==> src/rtl/mem_bus_ctrl.sv <==
// mem_bus_ctrl: runs one word transaction per request on a valid/ready request,
// rvalid response memory bus, with an optional cycle-count abort.
module mem_bus_ctrl #(
    parameter int TIMEOUT = 255
) (
    input  logic        clk,
    input  logic        reset,
    input  logic        req,
    input  logic [3:0]  we,
    input  logic [29:0] addr,
    input  logic [31:0] wdata,
    output logic [31:0] rdata,
    output logic        done,
    output logic        err,
    output logic        busy,
    output logic        bus_valid,
    input  logic        bus_ready,
    output logic [29:0] bus_addr,
    output logic [3:0]  bus_we,
    output logic [31:0] bus_wdata,
    input  logic [31:0] bus_rdata,
    input  logic        bus_rvalid
);

    localparam bit TO_EN = (TIMEOUT > 0);
    localparam int CNT_W = TO_EN ? $clog2(TIMEOUT + 1) : 1;
    localparam logic [CNT_W-1:0] CNT_LAST = TO_EN ? CNT_W'(TIMEOUT - 1) : '0;

    typedef enum logic [1:0] {
        IDLE = 2'd0,
        REQ  = 2'd1,
        RESP = 2'd2
    } state_t;

    state_t           state;
    state_t           state_nxt;
    logic [CNT_W-1:0] cnt;
    logic             wr_done;
    logic             rd_accept;
    logic             rd_done;
    logic             abort;

    // Handshake: in REQ, bus_valid is high and bus_addr/bus_we/bus_wdata are
    // frozen until the cycle bus_ready is sampled high, which is the transfer.
    // A read response is a single bus_rvalid strobe, honoured only in RESP.
    always_ff @(posedge clk or posedge reset) begin
        if (reset) state <= IDLE;
        else       state <= state_nxt;
    end

    always_comb begin
        state_nxt = state;
        case (state)
            IDLE: if (req) state_nxt = REQ;
            REQ: begin
                if (wr_done)        state_nxt = IDLE;
                else if (rd_accept) state_nxt = RESP;
                else if (abort)     state_nxt = IDLE;
            end
            RESP: if (rd_done || abort) state_nxt = IDLE;
            default: state_nxt = IDLE;
        endcase
    end

    // A completing event in the expiry cycle takes priority over the abort.
    always_comb begin
        busy      = (state != IDLE);
        bus_valid = (state == REQ);
        wr_done   = (state == REQ) && bus_ready && (bus_we != 4'b0000);
        rd_accept = (state == REQ) && bus_ready && (bus_we == 4'b0000);
        rd_done   = (state == RESP) && bus_rvalid;
        abort     = TO_EN && (state != IDLE) && (cnt == CNT_LAST)
                    && !((state == REQ) && bus_ready) && !rd_done;
    end

    always_ff @(posedge clk or posedge reset) begin
        if (reset) begin
            bus_addr  <= '0;
            bus_we    <= '0;
            bus_wdata <= '0;
        end else if (state == IDLE && req) begin
            bus_addr  <= addr;
            bus_we    <= we;
            bus_wdata <= wdata;
        end
    end

    always_ff @(posedge clk or posedge reset) begin
        if (reset)                               cnt <= '0;
        else if (!TO_EN)                         cnt <= '0;
        else if (state == IDLE || rd_accept)     cnt <= '0;
        else                                     cnt <= cnt + 1'b1;
    end

    always_ff @(posedge clk or posedge reset) begin
        if (reset) begin
            done  <= 1'b0;
            err   <= 1'b0;
            rdata <= '0;
        end else begin
            done <= wr_done || rd_done || abort;
            err  <= abort;
            if (rd_done)
                rdata <= bus_rdata;
            else if (abort && bus_we == 4'b0000)
                rdata <= '0;
        end
    end

endmodule

==> config.mk <==
export PLATFORM = sky130hd
export DESIGN_NAME = mem_bus_ctrl
export DESIGN_NICKNAME = d
export VERILOG_FILES = /design/src/rtl/mem_bus_ctrl.sv
export SDC_FILE = /design/constraint.sdc
export NUM_CORES = 1
export LEC_CHECK = 0
export CAP_MARGIN = 20
export CORE_MARGIN = 4
export CORE_UTILIZATION = 44
export DETAILED_ROUTE_END_ITERATION = 12
export PLACE_DENSITY = 0.95
export SLEW_MARGIN = 20
export SYNTH_ARGS = -nofsm -noshare
export SYNTH_HDL_FRONTEND = slang
export SYNTH_SLANG_ARGS = --single-unit
export TNS_END_PERCENT = 100
==> constraint.sdc <==
create_clock -name clk -period 7.9 [get_ports clk]
set_clock_uncertainty 0.05 [all_clocks]
set_input_delay 1.185 -clock clk [delete_from_list [all_inputs] [get_ports clk]]
set_output_delay 1.185 -clock clk [all_outputs]
set_load 0.1 [all_outputs]
### After elaboration in Yosys (flattened, before gate mapping)

Cells that the tools add are included.
Widths: inputs -> output; s select.

* bits in registers: 110
* input bits: 103
* output and inout bits: 102

* add/sub/neg operators: 1
* equal/unequal tests: 6
* multiplexer cells: 9
* reductions and logical operators: 21

Operator list (number)
* $mux 32: 2
* $mux 2: 5
* $logic_and 1x1->1: 9
* $add 8x1->8 const B: 1
* $eq 8x8->1 const B: 1
* $mux 8: 1
* $pmux 2 s3: 1
* $logic_not 4->1: 1
* $logic_or 1x1->1: 4
* $ne 2x2->1 const B: 2
* $ne 4x1->1 const B: 1
* $reduce_bool 2->1: 2
* $reduce_bool 4->1: 1
* $reduce_and 3->1: 1
* $eq 2x1->1 const B: 1
* $eq 2x2->1 const B: 1
* $logic_not 1->1: 2
* $logic_not 2->1: 1

### Longest topological paths before layout

Gate-level depths: netlist of the first run.

* depth in word-level cells: 9
* depth in mapped cells: 6
* gate-level depth less buffers: 5

### Worst setup path before layout of the first run

No wires, ideal clock.

* path kind: reg2out
* start: register state[0]
* end: output port bus_valid
* arrival: 1.825 ns
* path slack: 4.840 ns
* cell stages (with the launch flop): 2
* cell sequence: dfrtp_1 nor2b_1

* longest elaborated chain between the ends: 1

RTL lines
* start, declared: RTL line 35 `state_t state;`
* start signal, assigned: RTL line 48 `else state <= state_nxt;`
* $eq 2x1->1: RTL line 68 `bus_valid = (state == REQ);`
* end, declared: RTL line 16 `output logic bus_valid,`

Every way passes these cells.

### Worst setup path after layout of the first run

* start: register state[1]
* end: output port busy

* longest elaborated chain between the ends: 1

RTL lines
* $reduce_bool 2->1: RTL line 67 `busy = (state != IDLE);`
* end, declared: RTL line 15 `output logic busy,`

Every way passes these cells.

==> flow_summary.toml, run 1 <==
[drt]
postRouteAntennaNets = 0
wl_per_cell_um = 16.6
num_vias = 3338
drtPass1Iterations = 4
initialDrtViolationCount = 106
drc = 0
wl_um = 11300
vias_per_cell = 4.92

[worst_setup_path]
cp_max_fo = 12
cp-end-kind = "primary output"
required_ns = 6.66
worstPathCellList = "inv_1, nand2_1, clkdlybuf4s50_1"
start_kind = "register"
worst-setup-path-type = "register to primary output"
worstPathArrival_ns = 2.33
cpPeakStageDelay_ns = 1.15
slowest_stage = "clkdlybuf4s50_1"

[synthesis]
yosys.cell_types.count = 30
synth.cell_area_um2 = 4360
syn_nets = 444
avgSynthCellArea_um2 = 12.9
netlist_instances = 339
yosysWarningCount = 0
synth-seq-area-share_pct = 63.1
ys_ff_latch = 110

[layout]
utilization_pct = 68.9
n_antenna_cell = 0
nets = 645
fin_cells = 678
drive_gt1_share_pct = 18.7
area_growth_pct = 53.6

[place]
portBuffers = 204
dp.cells = 662
hpwl_um = 8410
place_congestion = 0.756

[global_routing]
antenna_found_initial = 0
grt_pass1_wl_um = 18000
grt-ovfl-total = 0
grt_start_max_net_pins = 77
grt_use_total_pct = 19.8
grt_pass1_vias = 3635

[die]
start_util_pct = 44.8
core-area_um2 = 9730
die_x_um = 108
io-pin-count = 205
fp.dieArea_um2 = 11600
rows = 36
chipHeight_um = 108

[job]
cap_violations = 0

[cts]
htreeDepth = 3
clock_latency_ns = 0.36
cts_buffers = 9
clk_pin_slew_ns = 0.09
clock-sinks = 110
cts_buffer_depth = 2
cts_setup_buffers = 0
cts_tree = "built"
ctsResizeCount = 0
holdBufCountCts = 0
root_buffer = "clkbuf_8"

[timing]
period_needed_ns = 3.56
timing.final.crit_share_pct = 45.1
fmax_mhz = 281
setup_viol = 0
slew_headroom_pct = 32.6
worst_slew_pin_slew_ns = 1.01
final_max_slew_viol_count = 0
hold_viol = 0
holdWs_ns = 0.461
setup_tns_ns = 0
rsz0062_at_grt = "no"

[outcome]
status = "complete, no violations"

[hold_path]
hold_class = "register to register"
[metal layers]
layer	vias up	global-route usage (%)	wire length, µm
li1	1559	-	-
met1	1618	22.3	4270
met2	144	34.4	5730
met3	17	6.84	1070
met4	0	7.84	224
met5	-	0	0
[worst max-delay path, delay by kind of cell (launching register included)]
family        cells  cell delay [ns]
buf+inv           2             1.38
flops             1             0.46
simple gates      1             0.11
[synthesized netlist by cell type]
master	count	area share [%]
ha_1	2	0.57
or4_4	1	0.26
or2b_2	1	0.20
a2111oi_4	1	0.63
nor3b_1	1	0.17
nand4_1	1	0.14
xnor2_1	1	0.20
o21ai_2	10	2.0
nand3_1	5	0.57
nor2b_1	1	0.14
buf_6	3	0.77
a21oi_1	5	0.57
a311o_2	1	0.26
xor2_1	2	0.40
mux2_2	66	17
nand3b_1	1	0.17
clkbuf_1	8	0.69
o41ai_1	1	0.20
o21ai_1	2	0.23
and3b_1	1	0.20
inv_1	7	0.60
a22oi_1	3	0.52
and2_1	1	0.14
buf_2	7	0.80
or3_1	4	0.57
dfrtp_1	110	63
o22ai_1	1	0.14
nand2_1	67	5.8
o21ai_0	24	2.8
a211oi_1	1	0.17
[worst paths after layout]
path	start	endpoint	slack, ns	cells past startpoint
min in group asynchronous	reset	rdata[15]	1.13	2
max	state[1]	busy	4.34	3
min reg2reg	bus_addr[15]	bus_addr[15]	0.46	1
min	bus_addr[15]	bus_addr[15]	0.46	1
max reg2reg	bus_we[0]	rdata[21]	5.86	4
max in group asynchronous	reset	bus_addr[17]	5.36	3
[cell usage in the layout (no fill, tap or decap)]
cell	instances
a311o_2	1
or3_1	4
buf_4	3
xor2_1	2
nor3b_2	1
a21oi_1	5
buf_6	1
o41ai_1	1
nand3b_1	1
ha_1	2
a2111oi_4	1
o22ai_1	1
nand2_1	67
dfrtp_1	110
inv_4	1
or4_4	1
nand3_1	5
and2_1	1
clkinv_4	1
o21ai_1	2
clkdlybuf4s50_1	204
and3b_2	1
xnor2_1	1
clkinvlp_4	3
clkbuf_1	1
a211oi_1	1
mux2_2	66
a22oi_1	3
o21ai_2	10
nor2b_1	1
nand4_1	1
o21ai_0	24
inv_1	6
or2b_2	1
clkbuf_8	11
[metrics by stage]
stage	worst slack (ns)	cell area (µm²)
final	4.34	6700
after floorplan	3.76	4360
after detailed placement	4.75	6510
after global placement	4.74	6500
after CTS	4.32	6700
after global routing	4.24	6700
[kinds of logic (layout without fill, tap and decap cells)]
logic type,after synthesis,count (layout),synth area share [%]
mux,66,66,17.0
flops,110,110,63.1
compound gates,49,49,7.49
xor+xnor,3,3,0.602
fa+ha+maj,2,2,0.573
simple gates,84,84,8.35
buf+inv,25,231,2.87
[flip-flops by register name, indices dropped and copies added (netlist names)]
name / flops
state: 2
done: 1
err: 1
bus_addr: 30
bus_wdata: 32
bus_we: 4
cnt: 8
rdata: 32
[final cells by class]
cell class | instances | area [µm²]
fill | 708 | 3030
sequential | 110 | 2750
timing repair buffer | 208 | 2080
multi-input combinational | 204 | 1490
tap | 133 | 166
clock buffer | 12 | 155
clock inverter | 4 | 31.3
inverter | 7 | 28.8
Power of run 1 is left out: the tool's default activity adds up to more than one toggle a clock period on the data nets, which glitch-free logic cannot reach.
==> run 2, diff against run 1 <==
- CORE_UTILIZATION: 44 -> 37
- PLACE_DENSITY: 0.95 -> 0.86
- clock period: 7.9 -> 2.9 ns (I/O delays scaled with it)
==> run 2 against run 1 <==
  * Via count increased by 0.42%
  * Core utilization decreased by 11 points
  * Cell count grew 1.6%
  * Sequential cell count did not move
  * Hold slack barely moved
  * First-iteration DRC count rose by 100%
  * Worst setup slack worse by 3.5 ns
  * Sequential share of layout area is 0.64 points higher
  * Critical path depth up 1
  * Clock-buffer cell count fell by 3
  * Wire length decreased by 2.4%
  * Global-route usage decreased by 3.9 points
  * Critical path type is now register to register
==> flow_summary.toml, run 2 (same netlist as run 1, synthesis figures left out) <==
[worst_setup_path]
cpPeakStageDelay_ns = 0.60
worstSetupStartpoint = "bus_we[0]"
critPathBufInv = 1
worstPathCellList = "or4_4, a2111oi_4, buf_4, o21ai_0"
worst-setup-path-type = "register to register"
cp_max_fo = 32
start_kind = "register"
cp_top_family = "simple AND/OR/NAND/NOR gates"
cp-end-kind = "register"
worstPathArrival_ns = 2.19
required_ns = 3.04
slowest_stage = "or4_4"
reg2reg_slack_ns = 0.86
r2r_start = "bus_we[0]"

[die]
rows = 39
core-area_um2 = 11500
start_util_pct = 38.0
io-pin-count = 205
fp.dieArea_um2 = 13600
chipHeight_um = 117
die_x_um = 117

[drt]
postRouteAntennaNets = 0
wl_um = 11000
drtPass1Iterations = 4
num_vias = 3352
wl_per_cell_um = 16.0
initialDrtViolationCount = 213
vias_per_cell = 4.87
drc = 0

[timing]
slew_headroom_pct = 62.4
period_needed_ns = 2.04
fmax_mhz = 489
hold_viol = 0
timing.final.crit_share_pct = 70.5
setup_tns_ns = 0
final_max_slew_viol_count = 0
rsz0062_at_grt = "no"
worst_slew_pin_slew_ns = 0.560
setup_viol = 0
holdWs_ns = 0.461

[cts]
htreeDepth = 3
clock_latency_ns = 0.33
holdBufCountCts = 0
cts_buffers = 9
clock-sinks = 110
cts_tree = "built"
cts_buffer_depth = 2
root_buffer = "clkbuf_16"
ctsResizeCount = 0
clk_pin_slew_ns = 0.07
cts_setup_buffers = 0

[hold_path]
holdCritStartpoint = "bus_addr[20]"
hold_class = "register to register"

[layout]
nets = 646
drive_gt1_share_pct = 37.5
final_common_cell = "dfrtp_1"
area_growth_pct = 51.2
fillers = 912
n_antenna_cell = 0
final_cell_mix = "dfrtp_1 (110), buf_4 (105), clkdlybuf4s50_1 (102)"
reg.largest.list = "bus_wdata x32, rdata x32, bus_addr x30"

[job]
cap_violations = 0

[global_routing]
grt_use_total_pct = 16.0
antenna_found_initial = 0
grt-ovfl-total = 0
grt_pass1_wl_um = 17200
grt_pass1_vias = 3463
grt_start_max_net_pins = 111

[place]
hpwl_um = 8070
place_congestion = 0.827
portBuffers = 204

[outcome]
status = "complete, no violations"
==> run 2: path summary, 6_finish.rpt <==
| path | end | cells after the start |
|---|---|---|
| min | bus_addr[20] | 1 |
| min in group asynchronous | bus_wdata[30] | 3 |
| min reg2reg | bus_addr[20] | 1 |
| max reg2reg | rdata[25] | 4 |
| max | rdata[25] | 4 |
| max in group asynchronous | bus_addr[22] | 3 |
==> run 2: metal layers <==
metal	up-vias	share of wire [%]	global-route usage, %
li1	1559	-	-
met1	1630	40	19.9
met2	151	48	25.8
met3	12	11	6.06
met4	0	1.2	5.05
met5	-	0	0
==> run 2: area by class of cell <==
class / count / area [µm²] / area share (%)
timing repair buffer: 209 / 1850 / 28.0
multi-input combinational: 204 / 1490 / 22.6
sequential: 110 / 2750 / 41.7
tap: 143 / 179 / 2.71
clock inverter: 7 / 72.6 / 1.10
inverter: 7 / 30.0 / 0.455
clock buffer: 9 / 225 / 3.41
==> run 2: through the flow <==
| stage | worst slack (ns) | std cells | util (%) | area [µm²] |
|---|---|---|---|---|
| floorplan | 0.590 | 339 | - | 4370 |
| global placement | 0.597 | 673 | 54.9 | 6300 |
| detailed placement | 0.516 | 673 | 54.9 | 6300 |
| CTS | 0.842 | 689 | 57.5 | 6600 |
| global route | 0.771 | 689 | 57.5 | 6600 |
| finish | 0.856 | 689 | 57.5 | 6600 |
==> run 2: worst register-to-register path, stage by stage (launching register included) <==
cell	delay (ns)
dfrtp_1	0.40
or4_4	0.60
a2111oi_4	0.28
buf_4	0.38
o21ai_0	0.19
Power of run 2 is left out for the same reason.
==> run 3, diff against run 2 <==
- clock period: 2.9 -> 1.7 ns (I/O delays scaled with it)
==> run 3 against run 2 <==
  * The run now ends with setup timing left
  * Clock-buffer cell count grew 4
  * Hold slack lost 0.27 ns
  * Cell count grew 4.2%
  * Sequential share of layout area shrank 8.2 points
  * Non-clock buffer count grew 29
  * Register-to-register slack lost 0.92 ns
  * Cell area grew 25%
  * Critical path depth grew 1
  * Via count grew 6.4%
  * Worst setup slack lost 0.92 ns
  * Core utilization grew 14 points
  * Highest routed layer unchanged
==> flow_summary.toml, run 3 (same netlist as run 1, synthesis figures left out) <==
[cts]
holdBufCountCts = 0
htreeDepth = 3
clk_pin_slew_ns = 0.07
cts_buffers = 9
root_buffer = "clkbuf_16"
cts_tree = "built"
clock_latency_ns = 0.34
cts_buffer_depth = 2
clock-sinks = 110

[timing]
setup_tns_ns = -1.32
setup_viol = 32
fmax_mhz = 567
period_needed_ns = 1.76
slew_headroom_pct = 81.4
final_max_slew_viol_count = 0
worst_slew_pin_slew_ns = 0.275
setup_slack_ns = -0.0631
timing.final.crit_share_pct = 104
rsz0062_at_grt = "yes"
hold_viol = 0

[hold_path]
hold_class = "input port to asynchronous set/reset pin"

[layout]
final_cell_mix = "buf_12 (109), dfrtp_1 (105), clkdlybuf4s50_1 (102)"
fin_cells = 718
register_area_um2 = 2760
nets = 675
multi_input_area_um2 = 1500
n_antenna_cell = 0
drive_gt1_share_pct = 41.9
final_common_cell = "buf_12"
area_growth_pct = 88.4
utilization_pct = 71.7
fillers = 722
reg.largest.list = "bus_wdata x32, rdata x32, bus_addr x30"

[worst_setup_path]
cp_max_fo = 13
reg2reg_slack_ns = -0.06
required_ns = 1.88
worst-setup-path-type = "register to register"
r2r_cells = 5
rr_endpoint = "rdata[10]"
r2r_start = "bus_we[1]"
cp-end-kind = "register"
worstPathArrival_ns = 1.94
start_kind = "register"

[die]
io-pin-count = 205
core-area_um2 = 11500
die_x_um = 117
fp.dieArea_um2 = 13600
start_util_pct = 38.0
rows = 39
chipHeight_um = 117

[place]
place_congestion = 0.807
hpwl_um = 10500
dp.cells = 699
portBuffers = 204

[drt]
initialDrtViolationCount = 304
num_vias = 3566
drtPass1Iterations = 4
drc = 0
wl_per_cell_um = 18.3
wl_um = 13100
vias_per_cell = 4.97
postRouteAntennaNets = 0

[power]
p_leak_nw = 3.54
p_per_area_nw_per_um2 = 2220
peakVddDrop_v = 0.00149

[global_routing]
grt_pass1_vias = 3920
grt_use_total_pct = 19.2
grt.busiest_layer = "met2"
grt-ovfl-total = 0
grtUsageMet2_pct = 34.3
gr-usage-met3_pct = 8.86
grt_pass1_wl_um = 20100
use_met1_pct = 20.1
antenna_found_initial = 0
grt_start_max_net_pins = 52

[outcome]
status = "finished with violations"
violations = "setup timing"

[job]
cap_violations = 0
run 3: worst max path at each step:
stage | slack (ns) | from | end
2_1_floorplan | -0.29 | bus_we[3] | rdata[0]
3_3_place_gp | -0.24 | bus_ready | rdata[26]
3_5_place_dp | -0.26 | bus_ready | rdata[26]
4_1_cts | -0.07 | bus_we[1] | rdata[26]
5_1_grt | -0.10 | bus_we[3] | rdata[18]
6_report | -0.06 | bus_we[1] | rdata[10]
run 3: layer usage:
metal	wire (µm)	vias up
li1	-	1623
met5	0	-
met2	6930	172
met4	243	0
met3	1500	19
met1	4440	1752
run 3: power by group:
group	internal [mW]	leakage, nW	switching [mW]	total (mW)
combinational	4.22	2.04	7.36	11.6
clock	1.33	0.150	0.900	2.23
sequential	3.47	1.35	0.942	4.41
total	9.02	3.54	9.20	18.2
run 3: layout make-up:
class | instances | share of cell area [%]
clock buffer | 13 | 3.04
inverter | 7 | 0.396
timing repair buffer | 238 | 41.7
clock inverter | 3 | 0.822
multi-input combinational | 204 | 18.3
tap | 143 | 2.18
sequential | 110 | 33.6
run 3: worst max-delay path, cell delays in order (launching register included):
cell and delay (ns):
dfrtp_2 0.41, or4_4 0.55, a2111oi_4 0.19, buf_4 0.20, clkbuf_16 0.17, o21ai_1 0.06
run 3: metrics by stage:
stage	hold slack, ns	power (mW)	setup WS, ns	cell area, µm²
floorplan	0.302	11.1	-0.294	4380
global placement	0.475	15.9	-0.238	7850
detailed placement	0.486	16.1	-0.257	7850
CTS	0.198	18.3	-0.0711	8160
global route	0.213	18.8	-0.104	8220
finish	0.195	18.2	-0.0631	8220
run 3: repair_timing:
| action | in CTS | in global routing |
|---|---|---|
| gates cloned | 0 | 1 |
| endpoints found under the hold margin | 0 | 0 |
| resized for setup | 1 | 8 |
| buffers inserted | 0 | 2 |
| endpoints found under the setup margin | 35 | 41 |
No activity file was read; power rests on OpenSTA's default activity.
